[config.mk]
export PLATFORM = sky130hd
export DESIGN_NAME = oam_bank
export DESIGN_NICKNAME = d
export VERILOG_FILES = /design/src/rtl/tank_pkg.sv /design/src/rtl/oam_bank_mem.sv /design/src/rtl/oam_bank.sv
export SDC_FILE = /design/constraint.sdc
export NUM_CORES = 1
export LEC_CHECK = 0
export BUFFER_PORTS_ARGS = -buffer_cell sky130_fd_sc_hd__buf_4
export CAP_MARGIN = 0
export CORE_MARGIN = 3
export CORE_UTILIZATION = 63
export DETAILED_ROUTE_END_ITERATION = 16
export PLACE_DENSITY = 0.84
export SYNTH_ARGS = -nofsm -noshare
export SYNTH_HDL_FRONTEND = slang
export SYNTH_SLANG_ARGS = --single-unit
[constraint.sdc]
create_clock -name clk -period 2.9 [get_ports clk]
set_input_delay 0.58 -clock clk [delete_from_list [all_inputs] [get_ports clk]]
set_output_delay 0.58 -clock clk [all_outputs]
set_load 0.05 [all_outputs]
[src/rtl/tank_pkg.sv]
// Shared definitions for the tank/sprite pipeline: OAM entry field positions,
// object types and the OAM bank sequencer state encoding.
package tank_pkg;

    localparam int TYPE_HI    = 30;
    localparam int TYPE_LO    = 29;
    localparam int ENABLE_BIT = 28;
    localparam int POS_X_HI   = 27;
    localparam int POS_X_LO   = 18;
    localparam int POS_Y_HI   = 17;
    localparam int POS_Y_LO   = 8;
    localparam int DIR_HI     = 7;
    localparam int DIR_LO     = 6;
    localparam int ROW_HI     = 5;
    localparam int ROW_LO     = 3;
    localparam int COL_HI     = 2;
    localparam int COL_LO     = 0;

    typedef enum logic [1:0] {
        PLAYER   = 2'b00,
        OPPONENT = 2'b01,
        BULLET   = 2'b10
    } obj_type_t;

    typedef enum logic [1:0] {
        ST_IDLE    = 2'd0,
        ST_PENDING = 2'd1,
        ST_COPY    = 2'd2
    } oam_bank_state_t;

endpackage

[src/rtl/oam_bank_mem.sv]
// Two-bank OAM register array: one registered read port, one write port whose
// data is either external or the same entry of the opposite bank.
module oam_bank_mem #(
    parameter int W  = 32,
    parameter int D  = 8,
    parameter int AW = $clog2(D)
) (
    input  logic          clk,
    input  logic          rst_n,
    input  logic          rd_bank,
    input  logic [AW-1:0] rd_addr,
    output logic [W-1:0]  rd_data,
    input  logic          we,
    input  logic          wr_bank,
    input  logic          wr_copy,
    input  logic [AW-1:0] wr_addr,
    input  logic [W-1:0]  wr_data
);

    logic [1:0][D-1:0][W-1:0] banks;
    logic [W-1:0]             wdata;

    assign wdata = wr_copy ? banks[~wr_bank][wr_addr] : wr_data;

    always_ff @(posedge clk or negedge rst_n) begin
        if (!rst_n) begin
            banks   <= '0;
            rd_data <= '0;
        end else begin
            rd_data <= banks[rd_bank][rd_addr];
            if (we)
                banks[wr_bank][wr_addr] <= wdata;
        end
    end

endmodule

[src/rtl/oam_bank.sv]
// Double-buffered OAM: game logic fills the back bank, a commit publishes it at
// the next frame_end, then the new back bank is resynced from the new front.
// Build option OAM_BANK_CLEAR_EN: the resync pass zeroes the back bank instead.
module oam_bank
    import tank_pkg::*;
#(
    parameter int OAM_WIDTH = 32,
    parameter int OAM_DEPTH = 8
) (
    input  logic                         clk,
    input  logic                         rst_n,
    input  logic                         wr_valid,
    output logic                         wr_ready,
    input  logic [$clog2(OAM_DEPTH)-1:0] wr_addr,
    input  logic [OAM_WIDTH-1:0]         wr_data,
    input  logic                         commit,
    input  logic                         frame_end,
    input  logic [$clog2(OAM_DEPTH)-1:0] rd_addr,
    output logic [OAM_WIDTH-1:0]         rd_data,
    output logic                         swap_pending,
    output logic                         swapped,
    output logic                         bank_sel
);

    localparam int AW = $clog2(OAM_DEPTH);

    oam_bank_state_t state, state_nxt;
    logic            bank_sel_nxt, swapped_nxt;
    logic [AW-1:0]   idx, idx_nxt;

    logic            mem_we, mem_copy;
    logic [AW-1:0]   mem_addr;
    logic [OAM_WIDTH-1:0] mem_wdata;

    always_ff @(posedge clk or negedge rst_n) begin
        if (!rst_n) begin
            state    <= ST_IDLE;
            bank_sel <= 1'b0;
            idx      <= '0;
            swapped  <= 1'b0;
        end else begin
            state    <= state_nxt;
            bank_sel <= bank_sel_nxt;
            idx      <= idx_nxt;
            swapped  <= swapped_nxt;
        end
    end

    always_comb begin
        state_nxt    = state;
        bank_sel_nxt = bank_sel;
        idx_nxt      = idx;
        swapped_nxt  = 1'b0;
        case (state)
            ST_IDLE: begin
                if (commit)
                    state_nxt = ST_PENDING;
            end
            ST_PENDING: begin
                if (frame_end) begin
                    state_nxt    = ST_COPY;
                    bank_sel_nxt = ~bank_sel;
                    idx_nxt      = '0;
                    swapped_nxt  = 1'b1;
                end
            end
            ST_COPY: begin
                idx_nxt = idx + 1'b1;
                // terminal compare rather than relying on wrap of idx
                if (idx == AW'(OAM_DEPTH - 1))
                    state_nxt = ST_IDLE;
            end
            default: state_nxt = ST_IDLE;
        endcase
    end

    assign wr_ready     = (state == ST_IDLE);
    assign swap_pending = (state == ST_PENDING);

    // Back bank is always ~bank_sel; during COPY bank_sel already names the new front.
    assign mem_we   = (wr_ready && wr_valid) || (state == ST_COPY);
    assign mem_addr = (state == ST_COPY) ? idx : wr_addr;
`ifdef OAM_BANK_CLEAR_EN
    assign mem_copy  = 1'b0;
    assign mem_wdata = (state == ST_COPY) ? '0 : wr_data;
`else
    assign mem_copy  = (state == ST_COPY);
    assign mem_wdata = wr_data;
`endif

    oam_bank_mem #(
        .W (OAM_WIDTH),
        .D (OAM_DEPTH)
    ) u_mem (
        .clk     (clk),
        .rst_n   (rst_n),
        .rd_bank (bank_sel),
        .rd_addr (rd_addr),
        .rd_data (rd_data),
        .we      (mem_we),
        .wr_bank (~bank_sel),
        .wr_copy (mem_copy),
        .wr_addr (mem_addr),
        .wr_data (mem_wdata)
    );

endmodule

==> results <==
- The flow ran to the end, and the final reports show no timing, DRC or antenna violations.
- The most common cell in the synthesized netlist is dfrtp_1.
- The count of TritonRoute iterations in the first routing pass is 9.
- The die height is ~220 um.
- The tree is rooted in a clkbuf_16.
- The share of the yosys chip area belonging to registers is ~47%.
- Yosys printed 0 warnings.
- After the flow finishes, the layout carries non-filler instances totaling about 3400.
- The average cell area after synthesis is approximately 11 sq um.
- In the final layout, flip-flops and latches occupy between 10000 and 15000 sq um.
- The remaining antenna violation count is 0.
- The reg2reg setup slack is around 0.14 ns.
- The instance count of the mapped netlist is ~2600.
- The final RePlAce weighted congestion is roughly 0.90.
- The placeable core region is between 40000 and 50000 sq um.
- The largest net degree at the start of global routing is 81.
- The final setup skew is around 0.021 ns.
- In the routed design, unresolved DRC markers number 0.
- The antenna diode count is 0.
- After global routing the overflow that remains totals 0.
- The number of synthesized flops with an enable pin is 0.
- The width of the die is 221 um.
- For the worst-skew pair, the clock arrives at the later sink with an insertion delay of ~0.64 ns.
- The top cell type by total area after synthesis is dfrtp_1.
- The commonest cells after synthesis are 551 x dfrtp_1, 293 x nand2_1, 288 x mux2i_1.
- The highest fanout seen on the critical path is 18.
- The worst setup path is launched from a flip-flop.
- Counting I/O delays and the setup requirement, the final critical path takes 2.76 ns.
- Counting the buffers created by CTS gives 57.
- The critical setup path kind is flip-flop to flip-flop.
- The final number of max-transition violations is 0.
- The maximum clock frequency is approximately 0.36 GHz.
- Cells fill about 72% of the core in the end.
- The worst hold path begins at commit.
- The routed layout has between 20000 and 25000 vias.
- Setup violations remaining at the end of the flow were counted as 0.
- The initial core utilization is between 60% and 70%.
- The number of cells on the worst reg-to-reg path is 7.
- The type of the most critical hold path is input port to flip-flop.
- The termination of the worst setup path is u_mem.banks[105]$_DFFE_PN0P_.
- For this design the top-level I/O count stands at just under 80.
- The standby leakage power is approximately 14 nW.
- The number of hold-slack violations in the final timing report came to 0.
- The power density of the placed cells is between 1000 and 1500 nW/um^2.
- At the pin with the least slew margin, the transition time is between 0.9 and 1 ns.
- VDD sags by at most 0.933 mV.
- The worst pin sits at a relative slew slack of between 30 and 40%.
- The maximum root-to-sink buffer count is 3.
- The area growth from synthesis to layout is 13.3%.
- OpenSTA, run right after detailed placement, puts the worst setup slack at -0.0105 ns.
- The filler cells instantiated in the layout total between 2000 and 3000.
- When the netlist entered floorplanning its net count stood at around 2700.
- The synthesized flop and latch total is 551.
- The netlist uses 52 different library cells.
- The worst-case setup margin in the final layout is ~0.14 ns.
- Once the clock tree was built, the setup fixing pass inserted 0 buffers.
- In this run the tool buffered the top-level ports with 78 buffer cells.
- The top cell type by area accounts for a little under half of the synthesized area.
- The first-pass GRT wire length is 138000 um.
- For this run, the leading register cell type out of synthesis is dfrtp_1.
- The HPWL after detailed placement is 54300 um.
- The launching element of the worst setup path is state[0]$_DFFE_PN0P_.
- Max-cap violations in this run came to 0.
- The detailed-route wire length is 87600 um.
- Setup repair after global routing left no endpoint under its margin.
- The area enclosed by the die boundary is about 50000 sq um.
- In this run the core area contains 78 standard-cell rows.
- Dividing the detail-routed wire length by the instance count gives 26.1 um.
- The post-route netlist has about a fifth of its cells at a drive strength greater than 1.
- The tree built by TritonCTS fans out to 551 sinks.
- The number of H-tree branching levels is 2.
- STA puts the critical path data required time at 3.42 ns.
- The endpoint type of the worst setup path is a flip-flop.
- The share of synthesized registers carrying an async set or reset is 100%.
- Summing all multi-input logic gate instances after layout gives approximately 14000 sq um.
- Dividing the detail-routed via count by the number of cells gives between 7 and 8.
- TritonCTS built the clock tree.
- The mapped netlist covers about 29000 sq um.
- The initial antenna violation count was 2.
- The ratio of final minimum period to clock period is 95.3%.
- The net count reported at finish is 2751.
- The origin of the critical flop-to-flop path is state[0]$_DFFE_PN0P_.
- Sorting the synthesized cells by area gives the leading types as dfrtp_1 47%, mux2i_1 9.9%, mux4_2 7.8%.
- The global-route usage over all layers is 35.3%.
- The number of global-route vias before repair is 25200.
- Clock-pin slew was measured on the worst setup and hold paths at around 0.060 ns.
- The detailed router finished its first iteration with 3341 violations.
- The number of cells after detailed placement is ~3200.
- The arrival time of data at the critical path endpoint is between 3 and 4 ns.
- The critical register-to-register path endpoint is u_mem.banks[105]$_DFFE_PN0P_.
==> layout by cell type (no fill, tap or decap), types with 3 or more instances in the layout <==
cell,instances
o32ai_1,10
mux4_2,101
clkbuf_8,22
a222oi_1,12
a2111oi_2,11
o221ai_1,28
dfrtp_1,550
nand2_1,293
nor3_4,12
o21ai_1,15
nor3_1,36
buf_12,23
a211oi_1,44
o22ai_1,48
a41oi_1,159
nor3_2,4
clkbuf_1,18
nand2b_1,6
o31ai_1,240
or3_1,17
o21ai_0,30
nor2b_1,4
inv_1,16
o21ai_2,5
clkinv_2,5
mux2i_1,288
nor2_1,260
a21oi_1,80
nand3_1,3
mux2_2,56
clkbuf_16,59
buf_4,263
a32o_1,4
==> where the power goes <==
part / total [mW] / switching (mW) / internal (mW)
sequential: 14.0 / 2.55 / 11.4
combinational: 18.5 / 10.6 / 7.91
clock: 7.48 / 3.11 / 4.38
total: 39.9 / 16.2 / 23.7
==> flip-flops by register name, indices dropped and copies added, names as in the netlist <==
| signal | cells |
|---|---|
| bank_sel | 1 |
| idx | 3 |
| state | 2 |
| swapped | 1 |
| u_mem.banks | 512 |
| u_mem.rd_data | 32 |
==> area by class of cell <==
| class | count | area share, % |
|---|---|---|
| multi-input combinational | 1791 | 42.3 |
| sequential | 551 | 41.9 |
| timing repair buffer | 288 | 7.47 |
| clock buffer | 99 | 5.61 |
| tap | 600 | 2.28 |
| clock inverter | 8 | 0.220 |
| inverter | 17 | 0.201 |
==> per-stage QoR <==
step	cell area [sq um]	total power [mW]	TNS (ns)	hold slack [ns]
after floorplan	29100	26.5	0	0.284
after global placement	31000	30.7	0	0.454
after detailed placement	31000	31.9	-0.0105	0.464
after CTS	32900	39.6	0	0.204
after global routing	32900	42.0	0	0.216
final	32900	39.9	0	0.222
==> kinds of logic (layout without fill, tap and decap cells) <==
| logic type | count (synthesis) | count (layout) | share of synthesized area, % |
|---|---|---|---|
| AOI/OAI and AO/OA | 698 | 698 | 18.2 |
| and+or+nand+nor | 644 | 644 | 9.35 |
| buffers and inverters | 304 | 412 | 4.97 |
| muxes | 446 | 446 | 20.0 |
| DFF | 551 | 551 | 47.4 |
| xor gates and xnor gates | 1 | 1 | 0.0301 |
| adders and majority gates | 2 | 2 | 0.0861 |
==> what timing repair did <==
action | in CTS | in global routing
endpoints found under the hold margin | 59 | 0
gates resized for setup | 5 | 1
hold buffers | 1 | 0
setup endpoints to repair | 11 | 16
==> how the worst min path moves through the flow <==
stage / endpoint / slack (ns) / cells after the start
final: state[0]$_DFFE_PN0P_ / 0.22 / 3
after global routing: state[0]$_DFFE_PN0P_ / 0.22 / 3
after CTS: state[0]$_DFFE_PN0P_ / 0.20 / 3
after detailed placement: u_mem.banks[478]$_DFFE_PN0P_ / 0.46 / 2
after global placement: u_mem.banks[478]$_DFFE_PN0P_ / 0.45 / 2
after floorplan: bank_sel$_DFFE_PN0P_ / 0.28 / 0
==> critical path, cell delays in order, from the launching register on <==
cell and delay [ns]:
dfrtp_1 0.52, nand2b_4 0.33, a21oi_4 0.20, buf_4 0.22
nor3_4 0.62, buf_4 0.42, nor2_1 0.10, a41oi_1 0.22
==> metal layers <==
layer  vias up  wire [um]  part of all wire, %  global-route usage [%]
met2      1732      41200                   47                    56.1
met1     12100      31500                   36                    45.2
met3       469       9190                   10                    7.48
met5         -         20                0.023                       0
li1      10200          -                    -                       -
met4         4       5660                  6.5                    20.7
(Power assumes the default switching activity.)
